$ cat src/rtl/musicbox_pkg.sv
// Shared definitions for the musicbox tone path.
//   - seq_state_t : playback FSM states
//   - rom_data field positions for the song ROM word
//   - CLK_HZ      : system clock frequency, used to derive tick rates
package musicbox_pkg;

    localparam int CLK_HZ = 100_000_000;

    // Song ROM word layout: {end, duration[6:0], rest, note[6:0]}
    localparam int END_BIT  = 15;
    localparam int DUR_MSB  = 14;
    localparam int DUR_LSB  = 8;
    localparam int REST_BIT = 7;
    localparam int NOTE_MSB = 6;
    localparam int DUR_W    = DUR_MSB - DUR_LSB + 1;
    localparam int NOTE_W   = NOTE_MSB + 1;

    typedef enum logic [1:0] {
        FETCH = 2'd0,
        LOAD  = 2'd1,
        HOLD  = 2'd2
    } seq_state_t;

endpackage

$ cat src/rtl/beat_tick.sv
// Duration-tick prescaler. Counts 0..TICK_DIV-1 while enabled and wraps;
// holds its count while disabled.
//   clk    in  system clock
//   rst    in  synchronous active-high reset
//   clear  in  force the count back to 0 (wins over enable)
//   enable in  advance the count this cycle
//   tick   out one-cycle strobe: enabled and count at TICK_DIV-1
module beat_tick #(
    parameter int TICK_DIV = 6_250_000
) (
    input  logic clk,
    input  logic rst,
    input  logic clear,
    input  logic enable,
    output logic tick
);

    localparam int CNT_W = (TICK_DIV > 1) ? $clog2(TICK_DIV) : 1;
    localparam logic [CNT_W-1:0] LAST = CNT_W'(TICK_DIV - 1);

    logic [CNT_W-1:0] cnt_q;
    logic [CNT_W-1:0] cnt_d;

    assign tick = enable && (cnt_q == LAST);

    always_comb begin
        cnt_d = cnt_q;
        if (clear) begin
            cnt_d = '0;
        end else if (enable) begin
            cnt_d = (cnt_q == LAST) ? '0 : cnt_q + 1'b1;
        end
    end

    always_ff @(posedge clk) begin
        if (rst) begin
            cnt_q <= '0;
        end else begin
            cnt_q <= cnt_d;
        end
    end

endmodule

$ cat src/rtl/song_sequencer.sv
// Song playback controller: walks the song ROM entry by entry, holds each
// note for its encoded duration, and drives the tone generator.
//   clk        in  system clock
//   rst        in  synchronous active-high reset
//   pp         in  play (1) / pause (0) level
//   next       in  next-song button level, edge-detected here
//   rom_addr   out {song_idx, step}, sampled by the registered ROM
//   rom_data   in  ROM word, valid one cycle after rom_addr
//   note       out current fullnote code
//   note_valid out tone enable
//   song_idx   out current song
//   step       out current entry within the song
//   tick       out one-cycle duration-tick strobe
//
// state | meaning
// FETCH | rom_addr presented; ROM samples it at the closing edge (waits while paused)
// LOAD  | rom_data valid; latch entry or handle end-of-song loop
// HOLD  | note sounding; count down duration ticks (frozen while paused)
module song_sequencer
    import musicbox_pkg::*;
#(
    parameter int TICK_DIV = CLK_HZ / 16,
    parameter int SONG_W   = 2,
    parameter int STEP_W   = 6
) (
    input  logic                     clk,
    input  logic                     rst,
    input  logic                     pp,
    input  logic                     next,
    output logic [SONG_W+STEP_W-1:0] rom_addr,
    input  logic [15:0]              rom_data,
    output logic [NOTE_W-1:0]        note,
    output logic                     note_valid,
    output logic [SONG_W-1:0]        song_idx,
    output logic [STEP_W-1:0]        step,
    output logic                     tick
);

    seq_state_t        state_q;
    logic [SONG_W-1:0] song_q;
    logic [STEP_W-1:0] step_q;
    logic [NOTE_W-1:0] note_q;
    logic              rest_q;
    logic [DUR_W-1:0]  dur_q;
    logic              next_q;

    logic             next_edge;
    logic             presc_clear;
    logic             presc_en;
    logic [DUR_W-1:0] dur_raw;

    assign next_edge   = next && !next_q;
    assign presc_en    = (state_q == HOLD) && pp;
    assign presc_clear = (state_q == LOAD) || next_edge;
    assign dur_raw     = rom_data[DUR_MSB:DUR_LSB];

    beat_tick #(
        .TICK_DIV (TICK_DIV)
    ) u_beat_tick (
        .clk    (clk),
        .rst    (rst),
        .clear  (presc_clear),
        .enable (presc_en),
        .tick   (tick)
    );

    always_ff @(posedge clk) begin
        if (rst) begin
            state_q <= FETCH;
            song_q  <= '0;
            step_q  <= '0;
            note_q  <= '0;
            rest_q  <= 1'b1;
            dur_q   <= '0;
            next_q  <= 1'b0;
        end else begin
            next_q <= next;
            if (next_edge) begin
                // Song change pre-empts whatever the FSM was doing, paused or not.
                song_q  <= song_q + 1'b1;
                step_q  <= '0;
                state_q <= FETCH;
            end else begin
                case (state_q)
                    FETCH: begin
                        if (pp) begin
                            state_q <= LOAD;
                        end
                    end
                    LOAD: begin
                        if (rom_data[END_BIT]) begin
                            step_q  <= '0;
                            state_q <= FETCH;
                        end else begin
                            note_q  <= rom_data[NOTE_MSB:0];
                            rest_q  <= rom_data[REST_BIT];
                            // A zero duration still plays for one tick.
                            dur_q   <= (dur_raw == '0) ? DUR_W'(1) : dur_raw;
                            state_q <= HOLD;
                        end
                    end
                    HOLD: begin
                        if (tick) begin
                            dur_q <= dur_q - 1'b1;
                            if (dur_q == DUR_W'(1)) begin
                                step_q  <= step_q + 1'b1;
                                state_q <= FETCH;
                            end
                        end
                    end
                    default: begin
                        state_q <= FETCH;
                    end
                endcase
            end
        end
    end

    assign rom_addr   = {song_q, step_q};
    assign note       = note_q;
    assign note_valid = (state_q == HOLD) && pp && !rest_q;
    assign song_idx   = song_q;
    assign step       = step_q;

endmodule

$ cat config.mk
export PLATFORM = sky130hd
export DESIGN_NAME = song_sequencer
export DESIGN_NICKNAME = d
export VERILOG_FILES = /design/src/rtl/musicbox_pkg.sv /design/src/rtl/beat_tick.sv /design/src/rtl/song_sequencer.sv
export SDC_FILE = /design/constraint.sdc
export NUM_CORES = 1
export LEC_CHECK = 0
export ABC_AREA = 0
export BUFFER_PORTS_ARGS = -buffer_cell sky130_fd_sc_hd__buf_2
export CORE_MARGIN = 2
export CORE_UTILIZATION = 50
export CTS_CLUSTER_DIAMETER = 50
export DETAILED_ROUTE_END_ITERATION = 12
export PLACE_DENSITY = 0.71
export SLEW_MARGIN = 0
export SYNTH_ARGS = -nofsm -noshare
export SYNTH_HDL_FRONTEND = slang
export SYNTH_SLANG_ARGS = --single-unit
$ cat constraint.sdc
create_clock -name clk -period 2.38 [get_ports clk]
set_input_delay 0.238 -clock clk [delete_from_list [all_inputs] [get_ports clk]]
set_output_delay 0.238 -clock clk [all_outputs]
set_load 0.1 [all_outputs]
==> results.yml <==
status:
  status: "finished, final reports clean"
setup_path:
  crit_path_max_fanout: 5
  worstPathArrival_ps: 1980
  crit_slowest_cell: "or4_4"
  reg2reg_from: "u_beat_tick.cnt_q[6]$_SDFFE_PP0N_"
  crit_path_end_kind: "output pin"
  crit_type: "register to output pin"
  cpPeakStageDelay_ps: 480
  critical_path_required_ps: 2140
  worstPathCellList: "or3_1, or4_4, nor2_4, clkbuf_4"
  cp_num_buf_inv: 1
  reg2reg_slack_ps: 260
  critical_path.top_delay_family: "simple AND/OR/NAND/NOR gates"
  r2r_end: "dur_q[2]$_SDFFE_PP0P_"
  critPathLaunchType: "register"
  r2r_cells: 5
power:
  finalPower_uw: 1526
  powerDensity_nw_per_um2: 552.6
  worst_ir_drop_vdd_v: 0.0004767
  leakage_uw: 0.001035
logic_synthesis:
  seq_area_frac_synth_pct: 40.39
  synth.distinct_cells: 44
  synth_area_um2: 2429
  syn_nets: 324
  ys_ff_latch: 49
  synth_area_per_cell_um2: 8.095
  postSynthCellCount: 300
  yosysWarnings: 0
floorplan:
  dieArea_um2: 5431
  chipWidth_um: 73.70
  initial_core_util_pct: 51.76
  core_um2: 4692
  ios: 45
  die_height_um: 73.70
  num_rows: 25
clocking:
  root_buffer: "clkbuf_8"
  htree_levels: 2
  cts_tree: "built"
  clk_latency_ps: 300
  cts.sinks: 49
  clk_pin_slew_ps: 90
  ctsHoldBuffers: 0
  cts_buffer_depth: 2
  cts_buffers: 5
place:
  port_buffers: 44
  gp_congestion: 0.8383
  dp_cells: 383
  dpl_cell_area_um2: 2658
  place_hpwl_um: 3627
global_routing:
  grt_pass1_vias: 2031
  grt_pass1_wl_um: 8763
  antenna_found_initial: 0
  grt_max_degree: 24
  gr-usage-all-layers_pct: 20.43
  grt_overflow: 0
timing:
  timing.slew.headroom_pct: 61.52
  setup_violations: 0
  rsz0062_at_grt: "no"
  fin_tns_setup_ps: 0
  tightest_slew_ps: 575.0
  drv_slew: 0
  hold_violations: 0
  finClkSkew_ps: 5.955
  finalCritPeriodShare_pct: 93.11
  fmax_mhz: 451.2
  final.min_clock_period_ps: 2216
  timing.hold.ws_ps: 161.1
hold_path:
  holdPathEnd: "rest_q$_SDFFE_PP1P_"
  hp-class: "input pin to register"
  holdCritStartpoint: "rom_data[7]"
  holdPathStages: 3
detailed_routing:
  wirelength_um: 4952
  wire_per_inst_um: 12.66
  drt_iter0_markers: 118
  antenna_left: 0
  drt-vias-per-instance: 5.322
  num_vias: 2081
  drc_errors: 0
  first_pass_iters: 4
cells_and_area:
  layout_commonest_cell: "dfxtp_1"
  final_nets: 360
  antenna_cells: 0
  area_growth_pct: 13.70
  final_cells: 391
  layout-drive-gt1-share_pct: 19.88
  final_area_um2: 2761
  layout_common_cells: "dfxtp_1, buf_2, nor2_1, nand2_1, a21oi_1"
flow_run:
  maxCapViolations: 0
==> metal layers <==
layer	track usage, %	share of wire (%)	up-vias	routed length (µm)
met1	24.73	47	938	2319
met3	6.173	3.2	4	159
li1	-	-	1102	-
met5	0	0	-	0
met4	7.273	0.93	0	46
met2	34.13	49	37	2427
==> timing repair <==
item	in CTS	in global routing
gates resized for setup	0	1
endpoints found under the hold margin	0	0
setup buffers	0	0
setup endpoints to repair	0	1
==> metrics by stage <==
| stage | util, % | setup slack (ps) |
|---|---|---|
| after floorplan | - | 25.73 |
| after global placement | 56.64 | 317.7 |
| after detailed placement | 56.64 | 272.9 |
| after CTS | 58.80 | 60.54 |
| after global routing | 58.85 | 52.69 |
| final | 58.85 | 163.9 |
==> tightest hold or removal path: stages <==
cell      delay, ps
buf_2            80
nand2_1          40
nand3b_1         80
==> worst max-delay path by stage <==
stage                                       from                           endpoint  slack, ps  cells past startpoint
3_3_place_gp   u_beat_tick.cnt_q[6]$_SDFFE_PP0N_              dur_q[2]$_SDFFE_PP0P_        320                      5
5_1_grt                  state_q[1]$_SDFFE_PP0P_                               tick         50                      4
4_1_cts        u_beat_tick.cnt_q[6]$_SDFFE_PP0N_                               tick         60                      4
3_5_place_dp   u_beat_tick.cnt_q[6]$_SDFFE_PP0N_              dur_q[3]$_SDFFE_PP0P_        270                      5
6_report       u_beat_tick.cnt_q[6]$_SDFFE_PP0N_                               tick        160                      4
2_1_floorplan  u_beat_tick.cnt_q[6]$_SDFFE_PP0N_  u_beat_tick.cnt_q[0]$_SDFFE_PP0N_         30                      7
==> Yosys cell counts (all sizes together) <==
master	instances	area, µm²
buf	12	86.33
xor2	17	148.9
inv	4	15.01
nor2b	4	25.02
nand4bb	1	11.26
o21ai	9	45.04
mux2i	1	10.01
xnor2	7	61.31
ha	4	50.05
or2	1	6.260
clkdlybuf4s15	1	10.01
nor3	8	40.04
a32oi	1	8.760
nor4	5	31.28
and4b	1	10.01
or4	2	18.77
nand3	21	105.1
nand4	8	50.05
nand3b	3	22.52
or3	6	42.54
a211o	2	17.52
nor4b	2	17.52
nor2	38	142.6
a211oi	2	15.01
nand2b	7	43.79
o41ai	1	8.760
clkbuf	8	30.03
a21oi	26	130.1
dfxtp	49	980.9
nand2	34	127.6
o32ai	1	8.760
and2	4	25.02
and3	3	18.77
and4	1	10.01
o31ai	1	7.510
nand4b	1	8.760
o21a	1	15.01
o31a	1	8.760
nor3b	1	7.510
a31oi	1	6.260
==> area by class of cell <==
class | count | area [µm²]
timing repair buffer | 50 | 282.8
multi-input combinational | 226 | 1314
sequential | 49 | 980.9
clock buffer | 7 | 96.34
clock inverter | 1 | 5.005
inverter | 4 | 15.01
tap | 54 | 67.56
fill | 442 | 1931
==> cells by family (layout without fill, tap and decap cells) <==
family | count (synthesis) | count (layout) | share of synthesized area, %
compound gates | 46 | 46 | 11.18
buf+inv | 25 | 62 | 5.822
xor+xnor | 24 | 24 | 8.655
fa+ha+maj | 4 | 4 | 2.061
flops | 49 | 49 | 40.39
simple gates | 151 | 151 | 31.48
mux | 1 | 1 | 0.4122
==> power breakdown <==
part	internal (µW)	total, µW	switching [µW]
sequential	829	838	8.80
combinational	41.0	156	115
clock	263	532	269
==> flip-flops by register name, indices dropped and copies added, names as in the netlist <==
name	flops
dur_q	7
song_idx	2
step	6
state_q	2
u_beat_tick.cnt_q	23
note	7
rest_q	1
next_q	1
No activity file was read; power rests on OpenSTA's default activity.
